[src/rtl/spi_mailbox_pkg.sv]
// Shared constants, FSM state type and index helpers for the SPI mailbox slave.
// Optional feature macro: SPI_STATUS_IRQ_EN (adds the registered cpu_irq output).
`timescale 1ns/1ps
package spi_mailbox_pkg;

    localparam int unsigned CMD_W       = 8;
    localparam int unsigned FRAME_BITS  = 24;
    localparam int unsigned NREGS       = 8;
    localparam logic [3:0]  STATUS_IDX  = 4'd8;
    localparam int unsigned PI2CPU_LAST = 3;

    // Wide enough to count a full frame.
    localparam int unsigned CNT_W = $clog2(FRAME_BITS + 1);

    typedef enum logic [1:0] {
        IDLE,
        CMD,
        DATA,
        DONE
    } state_t;

    // Registers 0..3 carry Pi->CPU traffic.
    function automatic logic is_pi2cpu(input logic [3:0] idx);
        return idx <= 4'(PI2CPU_LAST);
    endfunction

    // Registers 4..7 carry CPU->Pi traffic.
    function automatic logic is_cpu2pi(input logic [3:0] idx);
        return (idx > 4'(PI2CPU_LAST)) && (idx < 4'(NREGS));
    endfunction

endpackage

[src/rtl/spi_mailbox_slave_if.sv]
// SPI pins plus CPU data-bus signals of the mailbox slave.
// Optional feature macro: SPI_STATUS_IRQ_EN (adds cpu_irq).
`timescale 1ns/1ps
interface spi_mailbox_slave_if #(
    parameter int unsigned DATA_W = 16
);

    logic              spi_sclk;
    logic              spi_cs_n;
    logic              spi_mosi;
    logic              spi_miso;
    logic              cpu_sel;
    logic              cpu_we;
    logic [3:0]        cpu_reg;
    logic [DATA_W-1:0] cpu_wdata;
    logic [DATA_W-1:0] cpu_rdata;
    logic [3:0]        pi_flags;
`ifdef SPI_STATUS_IRQ_EN
    logic              cpu_irq;

    modport master (
        output spi_sclk, spi_cs_n, spi_mosi, cpu_sel, cpu_we, cpu_reg, cpu_wdata,
        input  spi_miso, cpu_rdata, pi_flags, cpu_irq
    );

    modport slave (
        input  spi_sclk, spi_cs_n, spi_mosi, cpu_sel, cpu_we, cpu_reg, cpu_wdata,
        output spi_miso, cpu_rdata, pi_flags, cpu_irq
    );
`else
    modport master (
        output spi_sclk, spi_cs_n, spi_mosi, cpu_sel, cpu_we, cpu_reg, cpu_wdata,
        input  spi_miso, cpu_rdata, pi_flags
    );

    modport slave (
        input  spi_sclk, spi_cs_n, spi_mosi, cpu_sel, cpu_we, cpu_reg, cpu_wdata,
        output spi_miso, cpu_rdata, pi_flags
    );
`endif

endinterface

[src/rtl/spi_sync_edge.sv]
// Multi-flop synchronizer for one asynchronous input, with 1-cycle rise/fall pulses.
`timescale 1ns/1ps
module spi_sync_edge #(
    parameter int unsigned SYNC_STAGES = 2,
    parameter logic        RESET_VAL   = 1'b0
) (
    input  logic clk,
    input  logic reset,
    input  logic din,
    output logic level,
    output logic rise,
    output logic fall
);

    logic [SYNC_STAGES-1:0] sync_q;
    logic                   prev_q;

    // Synchronizer chain plus a delayed copy of its output for edge detection.
    always_ff @(posedge clk or negedge reset) begin
        if (!reset) begin
            sync_q <= {SYNC_STAGES{RESET_VAL}};
            prev_q <= RESET_VAL;
        end else begin
            sync_q <= {sync_q[SYNC_STAGES-2:0], din};
            prev_q <= sync_q[SYNC_STAGES-1];
        end
    end

    assign level = sync_q[SYNC_STAGES-1];
    assign rise  = level & ~prev_q;
    assign fall  = ~level & prev_q;

endmodule

[src/rtl/spi_mailbox_slave.sv]
// SPI mode-0 slave exposing eight 16-bit mailbox registers to the CPU data bus.
// Frame: 8-bit command (bit 7 = write, bits 2:0 = index) then 16 data bits, MSB first.
// Optional feature macro: SPI_STATUS_IRQ_EN (registered cpu_irq = |pi_flags).
`timescale 1ns/1ps
module spi_mailbox_slave
    import spi_mailbox_pkg::*;
#(
    parameter int unsigned SYNC_STAGES = 2,
    parameter int unsigned DATA_W      = 16
) (
    input  logic               clk,
    input  logic               reset,
    spi_mailbox_slave_if.slave bus
);

    localparam logic [CNT_W-1:0] CMD_LAST   = CNT_W'(CMD_W - 1);
    localparam logic [CNT_W-1:0] FRAME_LAST = CNT_W'(FRAME_BITS - 1);

    logic sclk_level, sclk_rise, sclk_fall;
    logic cs_n_level, cs_n_rise, cs_n_fall;
    logic mosi_level, mosi_rise, mosi_fall;

    state_t            state_q, state_d;
    logic [CNT_W-1:0]  bit_cnt_q, bit_cnt_d;
    logic [DATA_W-1:0] rx_q, rx_d;
    logic [DATA_W-1:0] tx_q, tx_d;
    logic              miso_q, miso_d;
    logic              cmd_we_q, cmd_we_d;
    logic [2:0]        cmd_idx_q, cmd_idx_d;
    logic              commit;
    logic [DATA_W-1:0] commit_data;

    logic [DATA_W-1:0] regs_q [NREGS];
    logic [3:0]        flags_q, flags_d;
    logic [DATA_W-1:0] rdata;
    logic              cpu_wr, cpu_rd;

    spi_sync_edge #(
        .SYNC_STAGES (SYNC_STAGES),
        .RESET_VAL   (1'b0)
    ) u_sync_sclk (
        .clk   (clk),
        .reset (reset),
        .din   (bus.spi_sclk),
        .level (sclk_level),
        .rise  (sclk_rise),
        .fall  (sclk_fall)
    );

    // cs_n idles high, so reset it high to avoid a false select on reset release.
    spi_sync_edge #(
        .SYNC_STAGES (SYNC_STAGES),
        .RESET_VAL   (1'b1)
    ) u_sync_cs_n (
        .clk   (clk),
        .reset (reset),
        .din   (bus.spi_cs_n),
        .level (cs_n_level),
        .rise  (cs_n_rise),
        .fall  (cs_n_fall)
    );

    spi_sync_edge #(
        .SYNC_STAGES (SYNC_STAGES),
        .RESET_VAL   (1'b0)
    ) u_sync_mosi (
        .clk   (clk),
        .reset (reset),
        .din   (bus.spi_mosi),
        .level (mosi_level),
        .rise  (mosi_rise),
        .fall  (mosi_fall)
    );

    // Only edges of sclk/cs_n and the level of mosi are needed.
    logic unused_sync;
    assign unused_sync = ^{sclk_level, cs_n_level, mosi_rise, mosi_fall};

    assign cpu_wr      = bus.cpu_sel & bus.cpu_we;
    assign cpu_rd      = bus.cpu_sel & ~bus.cpu_we;
    assign commit_data = {rx_q[DATA_W-2:0], mosi_level};

    // Frame FSM state and shifter registers.
    always_ff @(posedge clk or negedge reset) begin
        if (!reset) begin
            state_q   <= IDLE;
            bit_cnt_q <= '0;
            rx_q      <= '0;
            tx_q      <= '0;
            miso_q    <= 1'b0;
            cmd_we_q  <= 1'b0;
            cmd_idx_q <= '0;
        end else begin
            state_q   <= state_d;
            bit_cnt_q <= bit_cnt_d;
            rx_q      <= rx_d;
            tx_q      <= tx_d;
            miso_q    <= miso_d;
            cmd_we_q  <= cmd_we_d;
            cmd_idx_q <= cmd_idx_d;
        end
    end

    // Frame FSM next-state: shift on sclk rise, drive miso on sclk fall.
    always_comb begin
        state_d   = state_q;
        bit_cnt_d = bit_cnt_q;
        rx_d      = rx_q;
        tx_d      = tx_q;
        miso_d    = miso_q;
        cmd_we_d  = cmd_we_q;
        cmd_idx_d = cmd_idx_q;
        commit    = 1'b0;
        unique case (state_q)
            IDLE: begin
                miso_d = 1'b0;
                if (cs_n_fall) begin
                    state_d   = CMD;
                    bit_cnt_d = '0;
                end
            end
            CMD: begin
                miso_d = 1'b0;
                if (cs_n_rise) begin
                    state_d = IDLE;
                end else if (sclk_rise) begin
                    rx_d      = commit_data;
                    bit_cnt_d = bit_cnt_q + 1'b1;
                    if (bit_cnt_q == CMD_LAST) begin
                        // cmd[7] has been shifted up to rx_q[6] by now.
                        cmd_we_d  = rx_q[CMD_W-2];
                        cmd_idx_d = {rx_q[1:0], mosi_level};
                        // Pre-write value: a same-cycle CPU write lands after this read.
                        tx_d      = regs_q[cmd_idx_d];
                        state_d   = DATA;
                    end
                end
            end
            DATA: begin
                if (cs_n_rise) begin
                    state_d = IDLE;
                    miso_d  = 1'b0;
                end else begin
                    if (sclk_fall) begin
                        miso_d = tx_q[DATA_W-1];
                        tx_d   = {tx_q[DATA_W-2:0], 1'b0};
                    end
                    if (sclk_rise) begin
                        rx_d      = commit_data;
                        bit_cnt_d = bit_cnt_q + 1'b1;
                        if (bit_cnt_q == FRAME_LAST) begin
                            state_d = DONE;
                            miso_d  = 1'b0;
                            commit  = cmd_we_q & is_pi2cpu({1'b0, cmd_idx_q});
                        end
                    end
                end
            end
            DONE: begin
                miso_d = 1'b0;
                if (cs_n_rise) begin
                    state_d = IDLE;
                end
            end
            default: begin
                state_d = IDLE;
                miso_d  = 1'b0;
            end
        endcase
    end

    // Flag update: CPU read clears, SPI commit sets; set is applied last so it wins.
    always_comb begin
        flags_d = flags_q;
        if (cpu_rd && is_pi2cpu(bus.cpu_reg)) begin
            flags_d[bus.cpu_reg[1:0]] = 1'b0;
        end
        if (commit) begin
            flags_d[cmd_idx_q[1:0]] = 1'b1;
        end
    end

    // Mailbox storage: Pi commits to 0..3, CPU writes to 4..7, so they never collide.
    always_ff @(posedge clk or negedge reset) begin
        if (!reset) begin
            for (int i = 0; i < NREGS; i++) begin
                regs_q[i] <= '0;
            end
            flags_q <= '0;
        end else begin
            if (commit) begin
                regs_q[cmd_idx_q] <= commit_data;
            end
            if (cpu_wr && is_cpu2pi(bus.cpu_reg)) begin
                regs_q[bus.cpu_reg[2:0]] <= bus.cpu_wdata;
            end
            flags_q <= flags_d;
        end
    end

    // Combinational CPU read mux: mailbox, status word, or zero.
    always_comb begin
        rdata = '0;
        if (!bus.cpu_reg[3]) begin
            rdata = regs_q[bus.cpu_reg[2:0]];
        end else if (bus.cpu_reg == STATUS_IDX) begin
            rdata = {{(DATA_W-4){1'b0}}, flags_q};
        end
    end

    assign bus.spi_miso  = miso_q;
    assign bus.cpu_rdata = rdata;
    assign bus.pi_flags  = flags_q;

`ifdef SPI_STATUS_IRQ_EN
    logic irq_q;

    // Interrupt follows any pending Pi->CPU flag, one cycle later.
    always_ff @(posedge clk or negedge reset) begin
        if (!reset) begin
            irq_q <= 1'b0;
        end else begin
            irq_q <= |flags_q;
        end
    end

    assign bus.cpu_irq = irq_q;
`endif

endmodule

[src/flat_wrapper.sv]
// flat-port wrapper written by rule: the top's interface ports become plain ports
module spi_mailbox_slave_flat import spi_mailbox_pkg::*;
#(
    parameter int unsigned SYNC_STAGES = 2,
    parameter int unsigned DATA_W      = 16
)
  (clk, reset, bus_spi_sclk, bus_spi_cs_n, bus_spi_mosi, bus_cpu_sel, bus_cpu_we, bus_cpu_reg, bus_cpu_wdata, bus_spi_miso, bus_cpu_rdata, bus_pi_flags);
  spi_mailbox_slave_if #(.DATA_W(DATA_W)) bus_i ();
  input  logic clk;
  input  logic reset;
  input wire logic [$bits(bus_i.spi_sclk)-1:0] bus_spi_sclk;
  input wire logic [$bits(bus_i.spi_cs_n)-1:0] bus_spi_cs_n;
  input wire logic [$bits(bus_i.spi_mosi)-1:0] bus_spi_mosi;
  input wire logic [$bits(bus_i.cpu_sel)-1:0] bus_cpu_sel;
  input wire logic [$bits(bus_i.cpu_we)-1:0] bus_cpu_we;
  input wire logic [$bits(bus_i.cpu_reg)-1:0] bus_cpu_reg;
  input wire logic [$bits(bus_i.cpu_wdata)-1:0] bus_cpu_wdata;
  output wire logic [$bits(bus_i.spi_miso)-1:0] bus_spi_miso;
  output wire logic [$bits(bus_i.cpu_rdata)-1:0] bus_cpu_rdata;
  output wire logic [$bits(bus_i.pi_flags)-1:0] bus_pi_flags;
  assign bus_i.spi_sclk = bus_spi_sclk;
  assign bus_i.spi_cs_n = bus_spi_cs_n;
  assign bus_i.spi_mosi = bus_spi_mosi;
  assign bus_i.cpu_sel = bus_cpu_sel;
  assign bus_i.cpu_we = bus_cpu_we;
  assign bus_i.cpu_reg = bus_cpu_reg;
  assign bus_i.cpu_wdata = bus_cpu_wdata;
  assign bus_spi_miso = bus_i.spi_miso;
  assign bus_cpu_rdata = bus_i.cpu_rdata;
  assign bus_pi_flags = bus_i.pi_flags;
  spi_mailbox_slave #(.SYNC_STAGES(SYNC_STAGES), .DATA_W(DATA_W)) u_core (.clk(clk), .reset(reset), .bus(bus_i));
endmodule
[config.mk]
export PLATFORM = sky130hd
export DESIGN_NAME = spi_mailbox_slave_flat
export DESIGN_NICKNAME = d
export VERILOG_FILES = /design/src/rtl/spi_mailbox_pkg.sv /design/src/rtl/spi_mailbox_slave_if.sv /design/src/rtl/spi_sync_edge.sv /design/src/rtl/spi_mailbox_slave.sv /design/src/flat_wrapper.sv
export SDC_FILE = /design/constraint.sdc
export NUM_CORES = 1
export LEC_CHECK = 0
export CAP_MARGIN = 20
export CORE_UTILIZATION = 65
export CTS_CLUSTER_DIAMETER = 60
export DETAILED_ROUTE_END_ITERATION = 16
export PLACE_DENSITY = 0.82
export SYNTH_ARGS = -nofsm -noshare
export SYNTH_HDL_FRONTEND = slang
export SYNTH_SLANG_ARGS = --single-unit
[constraint.sdc]
create_clock -name clk -period 3.8 [get_ports clk]
set_clock_uncertainty 0.15 [all_clocks]
set_input_delay 0.57 -clock clk [delete_from_list [all_inputs] [get_ports clk]]
set_output_delay 0.57 -clock clk [all_outputs]
set_load 0.05 [all_outputs]
* Word-level counts from Yosys, hierarchy flattened
Cells that the tools add are included.
** Word-level totals
- Register bits :: 183
- Input bits :: 27
- Output and inout bits :: 21
- Logic and storage cells :: 140
** Operators by class
- Add/subtract/negate cells :: 1
- $lt $le $gt $ge :: 13
- Equality and inequality tests :: 19
- Multiplexer cells :: 50
- Bitwise operators :: 19
- Reductions and logical operators :: 17
** Operators with widths (count)
- $bwmux W128 :: 2
- $mux W128 :: 2
- $mux W16 :: 12
- $bmux W16 S3 :: 2
- $demux W16 S3 :: 2
- $pmux W16 S2 :: 1
- $mux W2 :: 8
- $mux W5 :: 3
- $ge A4 B4 Y1 const B :: 3
- $mux W4 :: 3
- $ne A2 B1 Y1 const B :: 6
- $ne A3 B1 Y1 const B :: 4
- $not A3 Y4 :: 3
- $reduce_and A6 Y1 :: 2
- $mux W1 :: 10
- $pmux W5 S2 :: 1
- $lt A4 B1 Y1 const B :: 2
- $pmux W2 S4 :: 1
- $reduce_and A4 Y1 :: 2
- $and A1 B1 Y1 :: 7
- $logic_and A1 B1 Y1 :: 7
- $lt A2 B3 Y1 const B :: 2
- $ne A2 B2 Y1 const B :: 3
- $not A1 Y1 :: 6
- 21 further kinds :: 25

* Depth between registers and ports, before layout
Gate-level depths: netlist of run 1.
- Depth in word-level cells :: 9
- Mapped depth :: 9
- Mapped depth without buffers :: 6

* By module
Synthesis of run 1 repeated with hierarchy kept, for this count alone.
** Unflattened totals
- Cell total of the unflattened synthesis :: 659
- Area, all modules :: 9345.2 µm²
** Modules (own cells, without submodules)
- spi_mailbox_slave :: instances 1, cells an instance 644, area each 9071.2 µm², seq. area each 4379.2 µm²
- spi_sync_edge (u_core.u_sync_mosi ...) :: instances 2, cells an instance 5, area each 90.1 µm², seq. area each 75.1 µm²
- spi_sync_edge (u_core.u_sync_cs_n) :: instances 1, cells an instance 5, area each 93.8 µm², seq. area each 78.8 µm²

* Worst setup path after synthesis of run 1
No wires, ideal clock.
- Path kind :: input to output
- From :: in bus_cpu_reg[0]
- To :: out bus_cpu_rdata[0]
- Arrival time :: 2679 ps
- Required time :: 3080 ps
- Slack :: 401 ps
- Stages on the path :: 5
- Buffers on the path :: 2
- Cell sequence :: clkbuf_1 > buf_2 > mux4_2 > mux2i_1 > o21ai_0
** Between the ends
- Word-level cells in the longest chain between the ends :: 5
- Elaborated cells between the ends (all ways) :: 7
- Classes of those cells :: 1 x eq/ne; 5 x mux; 1 x bitwise
** RTL lines
- start: declaration :: RTL line flat_wrapper.sv:16 : input wire logic [$bits(bus_i.cpu_reg)-1:0] bus_cpu_reg;
- $not A3 Y4 (not written as such) :: RTL line spi_mailbox_slave.sv:205 : rdata = regs_q[bus.cpu_reg[2:0]];
- $bmux W16 S3 :: RTL line spi_mailbox_slave.sv:205
- $mux W16 (not written as such) (2 in a row) :: RTL line spi_mailbox_slave.sv:205
- $mux W16 * :: RTL line spi_mailbox_slave.sv:204 : if (!bus.cpu_reg[3]) begin
- end: declaration :: RTL line flat_wrapper.sv:19 : output wire logic [$bits(bus_i.cpu_rdata)-1:0] bus_cpu_rdata;
Every way passes the cells marked *; elsewhere a longest branch is shown, timed or not. The select of a mux whose other input is x is not followed.

* Final worst setup path of run 1
- From :: in bus_cpu_reg[0]
- To :: out bus_cpu_rdata[3]
The elaborated chain is that of the path after synthesis.

==> reports/metrics.cfg, run 1 <==
[timing]
hold_violations = 9
relSlewSlack_pct = 27.0
hold_ws_ns = -0.0119
fin_crit_ns = 3.24
worst_slew_pin_slew_ns = 1.10
setup_violations = 0
period_share_pct = 85.2
grt_setup_unrepaired = no
final.setup.tns_ns = 0
fmax_mhz = 309
drv_slew = 0

[route]
firstDrtPassIters = 6
first_iter_violations = 725
via_per_inst = 6.78
drcViolationCount = 0
via_count = 5835
drt-total-wl_mm = 21.3
routedWlPerCell_um = 24.8
ant_nets = 0

[final_layout]
syn_to_final_growth_pct = 13.5
drive_above_1_share_pct = 45.6
diodes = 0
postLayoutCellArea_um2 = 10600
nets = 701
fillers = 826

[logic_synthesis]
netlist.area_leader.share_pct = 48.2
synth_ff_type = dfrtp_1
syn-instance-count = 624
synth_area_leaders = dfrtp_1, mux2_2, mux4_2
synth_most_common_cell = dfrtp_1
synth.distinct_cells = 52
synth_area_leader_cell = dfrtp_1
synth-seq-cells = 183
yosysWarnings = 0
synth.cell_area_um2 = 9350
synthArstFlopShare_pct = 100
avgSynthCellArea_um2 = 15.0
synth_fp_nets = 658
synth_edf_count = 0
synth_common_cells = dfrtp_1, mux2_2, mux4_2
synth-seq-area-share_pct = 49.0

[outcome]
status = finished with violations
violations = hold timing

[clock_network]
numCtsBuffers = 17
cts_tree = yes
cts.path.max_buffers = 2
cts_hold_buffers = 0
htree_levels = 4
cts.sinks = 183
clockRootBuffer = clkbuf_16
postCtsSetupBuffers = 0
cts-resized-gates = 0
clk_pin_slew_worst_paths_ns = 0.07
clk_latency_ns = 0.44

[setup_path]
cp.arrival_ns = 2.52
endpoint_kind = output port
cp_top_family = buffers and inverters
crit_slowest_cell = buf_2
cp_max_fo = 20
path_buf_inv = 3
r2r_slack_ns = 0.81
worstSetupPathType = in -> out
max_stage_delay_ns = 0.58
r2r-start = u_core.state_q[0]$_DFFE_PN0P_
crit_chain = buf_2 > buf_4 > mux4_2 > mux2i_1 > o21ai_0 > buf_12
cp.required_ns = 3.08
cp-start-kind = primary input
critPathLaunch = bus_cpu_reg[0]

[place]
dp_hpwl_mm = 14.1
gp_congestion = 0.831
io_buffers = 47
dpl-instance-area_um2 = 10000

[floorplanning]
pin_count = 48
fp.coreArea_um2 = 13900
initial_core_util_pct = 67.1
die_w_um = 122
die_y_um = 122
fp-row-count = 43
die-area_um2 = 14900

[grt]
overflow = 0
grt_max_degree = 76
grt_usage_pct = 31.3
grt_first_pass_wirelength_mm = 34.1
grt_pass1_vias = 6090
antenna_found_initial = 0

[power_and_ir_drop]
p_leak_uw = 0.00484
vdd_drop_max_mv = 0.437
power_density_nw_per_um2 = 537

[flow_run]
cap_violations = 0

[min_path]
hold_class = in -> async

==> cell type report <==
cell class                 instances  area [µm²]  area share, %
inverter                           7        26.3          0.248
clock buffer                      17         425           4.01
sequential                       183        4580           43.2
timing repair buffer              66         652           6.14
clock inverter                    15         183           1.72
tap                              180         225           2.12
multi-input combinational        392        4520           42.6
==> cell families after synthesis <==
kind of cell / Yosys count / synth area share (%)
AOI/OAI and AO/OA: 61 / 3.82
adders and majority gates: 7 / 0.937
buffers and inverters: 49 / 2.64
DFF: 183 / 49.0
muxes: 261 / 39.0
and+or+nand+nor: 63 / 4.52
==> metrics by stage <==
step                setup WS, ns  utilization [%]  power (µW)  hold slack [ns]  std cells
floorplan                  0.401                -        3390            0.124        624
global placement           0.566             71.8        3790            0.184        828
detailed placement         0.549             71.8        3880            0.191        828
CTS                        0.531             76.2        5690           0.0147        860
global route               0.428             76.2        5920           0.0354        860
finish                     0.563             76.2        5700          -0.0119        860
==> sequential cells by signal, summed over array words and instances, names as in the netlist, 2 cells and up <==
signal,flops
u_core.regs_q,128
u_core.tx_q,16
u_core.rx_q,15
u_core.bit_cnt_q,5
u_core.bus.pi_flags,4
u_core.cmd_idx_q,3
u_core.state_q,2
u_core.u_sync_cs_n.sync_q,2
u_core.u_sync_mosi.sync_q,2
u_core.u_sync_sclk.sync_q,2
==> final timing paths <==
| check | endpoint | cells past startpoint |
|---|---|---|
| setup / recovery | bus_cpu_rdata[3] | 6 |
| hold / removal | u_core.regs_q[33]$_DFF_PN0_ | 1 |
| setup reg to reg | u_core.tx_q[14]$_DFFE_PN0P_ | 7 |
| hold reg to reg | u_core.u_sync_mosi.sync_q[1]$_DFF_PN0_ | 0 |
| max in group asynchronous | u_core.regs_q[108]$_DFF_PN0_ | 2 |
| min in group clk | u_core.u_sync_mosi.sync_q[1]$_DFF_PN0_ | 0 |
==> placed cells by master (no fill, tap or decap), types with 4 or more instances in the layout <==
cell and instances:
clkbuf_16 17, nand2_1 9, clkdlybuf4s50_1 28, mux2_4 9
inv_1 6, mux2i_1 35, buf_12 7, mux2_2 153
dfrtp_1 179, ha_1 7, clkinv_4 5, nor2_1 17
mux4_2 64, buf_4 28, nand2b_1 7, o21ai_0 41
o31ai_1 7, inv_8 4
==> routing by layer <==
metal / part of all wire [%] / up-vias / track usage (%) / wire [µm]
li1: - / 2463 / - / -
met1: 43 / 3117 / 44.8 / 9270
met2: 49 / 227 / 48.6 / 10300
met3: 6.6 / 28 / 6.51 / 1410
met4: 1.4 / 0 / 9.72 / 294
met5: 0 / - / 0 / 0
==> power breakdown <==
group	total (µW)	internal, µW	leakage (µW)	switching (µW)
clock	1820	998	0.000296	820
combinational	1360	658	0.00211	703
sequential	2520	2220	0.00244	303
total	5700	3870	0.00484	1830
Note: power is estimated with default switching activity, not from simulation.
==> run 2: changes to the inputs <==
--- a/config.mk
+++ b/config.mk
@@ -9,6 +9,7 @@
 export CORE_UTILIZATION = 65
 export CTS_CLUSTER_DIAMETER = 60
 export DETAILED_ROUTE_END_ITERATION = 16
+export GPL_TIMING_DRIVEN = 0
 export PLACE_DENSITY = 0.82
 export SYNTH_ARGS = -nofsm -noshare
 export SYNTH_HDL_FRONTEND = slang
==> run 2 against run 1 <==
Against the previous run: the flow now finishes without violations; sequential power shrank 3%; global-route usage grew 0.34 points; combinational power grew 6%; hold slack gained 0.22 ns; via count grew 1.7%; critical endpoint is now bus_cpu_rdata[13]; clock power shrank 5%; critical path depth is the same; critical path type unchanged; largest power group unchanged; setup slack lost 0.44 ns.
==> reports/metrics.cfg, run 2 (same netlist as run 1, synthesis figures left out) <==
[clock_network]
numCtsBuffers = 17
clk_pin_slew_worst_paths_ns = 0.06
postCtsSetupBuffers = 0
cts_tree = yes
clk_latency_ns = 0.44
cts.path.max_buffers = 2
clockRootBuffer = clkbuf_16
htree_levels = 4
cts.sinks = 183

[place]
gp_congestion = 0.867
io_buffers = 45
dp_hpwl_mm = 14.7

[timing]
period_share_pct = 96.9
final.setup.tns_ns = 0
worst_slew_pin_slew_ns = 0.801
fmax_mhz = 272
hold_ws_ns = 0.208
relSlewSlack_pct = 46.6
grt_setup_unrepaired = no
fin_crit_ns = 3.68
drv_slew = 0
hold_violations = 0
setup_violations = 0

[floorplanning]
initial_core_util_pct = 67.1
die_y_um = 122
die_w_um = 122
pin_count = 48
fp-row-count = 43
die-area_um2 = 14900
fp.coreArea_um2 = 13900

[grt]
grt_pass1_vias = 6066
overflow = 0
grt_max_degree = 131
grt_usage_pct = 31.7
antenna_found_initial = 0
grt_first_pass_wirelength_mm = 34.1

[route]
via_per_inst = 6.75
first_iter_violations = 526
routedWlPerCell_um = 24.7
via_count = 5935
drcViolationCount = 0
firstDrtPassIters = 5
ant_nets = 0
drt-total-wl_mm = 21.7

[final_layout]
ff_latch_area_um2 = 4580
syn_to_final_growth_pct = 13.9
final_common_cell = dfrtp_1
largest_reg_flops = 128
post-route-util_pct = 76.4
drive_above_1_share_pct = 42.3
nets = 722
fillers = 819
top_register = u_core.regs_q
multi_input_area_um2 = 4520
diodes = 0
final_cell_mix = dfrtp_1, mux2_2, mux4_2, o21ai_0, clkdlybuf4s50_1
reg.largest.list = u_core.regs_q (128), u_core.tx_q (16), u_core.rx_q (15)

[min_path]
hold_depth = 0
hold_class = reg -> reg

[setup_path]
cp.required_ns = 3.08
endpoint_kind = output port
cp-start-kind = primary input
cp_max_fo = 11
worstSetupPathType = in -> out
cp.arrival_ns = 2.96
r2r_cells = 9

[outcome]
status = completed

[power_and_ir_drop]
totalPowerFinal_uw = 5610
vdd_drop_max_mv = 0.446
power_density_nw_per_um2 = 527
p_leak_uw = 0.00482

[flow_run]
cap_violations = 0

-- run 2: through the flow --
step / cell area [µm²] / setup WS (ns) / cells
finish: 10600 / 0.119 / 879
global route: 10600 / 0.0211 / 879
CTS: 10600 / 0.133 / 879
detailed placement: 10100 / -0.597 / 850
global placement: 10000 / -5.12 / 849
floorplan: 9350 / 0.401 / 624
-- run 2: timing repair --
action                                  in CTS  in global routing
endpoints found under the hold margin       50                  0
hold buffers                                 1                  0
resized for setup                           13                  0
endpoints found under the setup margin      16                  0
-- run 2: cell type report --
| cell class | count | area share (%) |
|---|---|---|
| buffer | 40 | 2.13 |
| clock buffer | 18 | 4.13 |
| clock inverter | 12 | 1.23 |
| inverter | 7 | 0.247 |
| multi-input combinational | 392 | 42.5 |
| sequential | 183 | 43.0 |
| tap | 180 | 2.12 |
| timing repair buffer | 47 | 4.62 |
-- run 2: critical path, stage by stage --
cell,delay [ns]
dlygate4sd2_1,0.55
clkbuf_2,0.44
mux4_2,0.41
mux2i_1,0.22
nor2_1,0.06
clkdlybuf4s50_1,0.72
-- run 2: final timing paths --
kind	from	endpoint	slack (ns)
worst max-delay path	bus_cpu_reg[1]	bus_cpu_rdata[13]	0.12
min in group asynchronous	reset	u_core.regs_q[33]$_DFF_PN0_	0.50
max in group asynchronous	reset	u_core.tx_q[15]$_DFFE_PN0P_	2.02
worst max register to register	u_core.state_q[0]$_DFFE_PN0P_	u_core.tx_q[10]$_DFFE_PN0P_	0.86
worst min register to register	u_core.u_sync_sclk.sync_q[0]$_DFF_PN0_	u_core.u_sync_sclk.sync_q[1]$_DFF_PN0_	0.21
worst min-delay path	u_core.u_sync_sclk.sync_q[0]$_DFF_PN0_	u_core.u_sync_sclk.sync_q[1]$_DFF_PN0_	0.21
-- run 2: layer usage --
layer / routed length, µm / vias to the layer above / share of wire (%) / GRT usage, %
met2: 11000 / 195 / 51 / 50.8
met4: 222 / 0 / 1.0 / 7.79
met5: 0 / - / 0 / 0
met1: 9180 / 3206 / 42 / 44.5
li1: - / 2508 / - / -
met3: 1270 / 26 / 5.9 / 6.65
-- run 2: power breakdown --
part	total (µW)	internal [µW]	switching (µW)
Sequential	2450	2220	227
Combinational	1440	651	784
Clock	1730	976	754
Total	5610	3850	1760
==> run 3: changes to the inputs <==
--- a/config.mk
+++ b/config.mk
@@ -10,6 +10,7 @@
 export CTS_CLUSTER_DIAMETER = 60
 export DETAILED_ROUTE_END_ITERATION = 16
 export GPL_TIMING_DRIVEN = 0
+export HOLD_SLACK_MARGIN = 0.03
 export PLACE_DENSITY = 0.82
 export SYNTH_ARGS = -nofsm -noshare
 export SYNTH_HDL_FRONTEND = slang
==> results of run 3 <==
No change in the layout: final DEF, timing and power equal those of run 2.
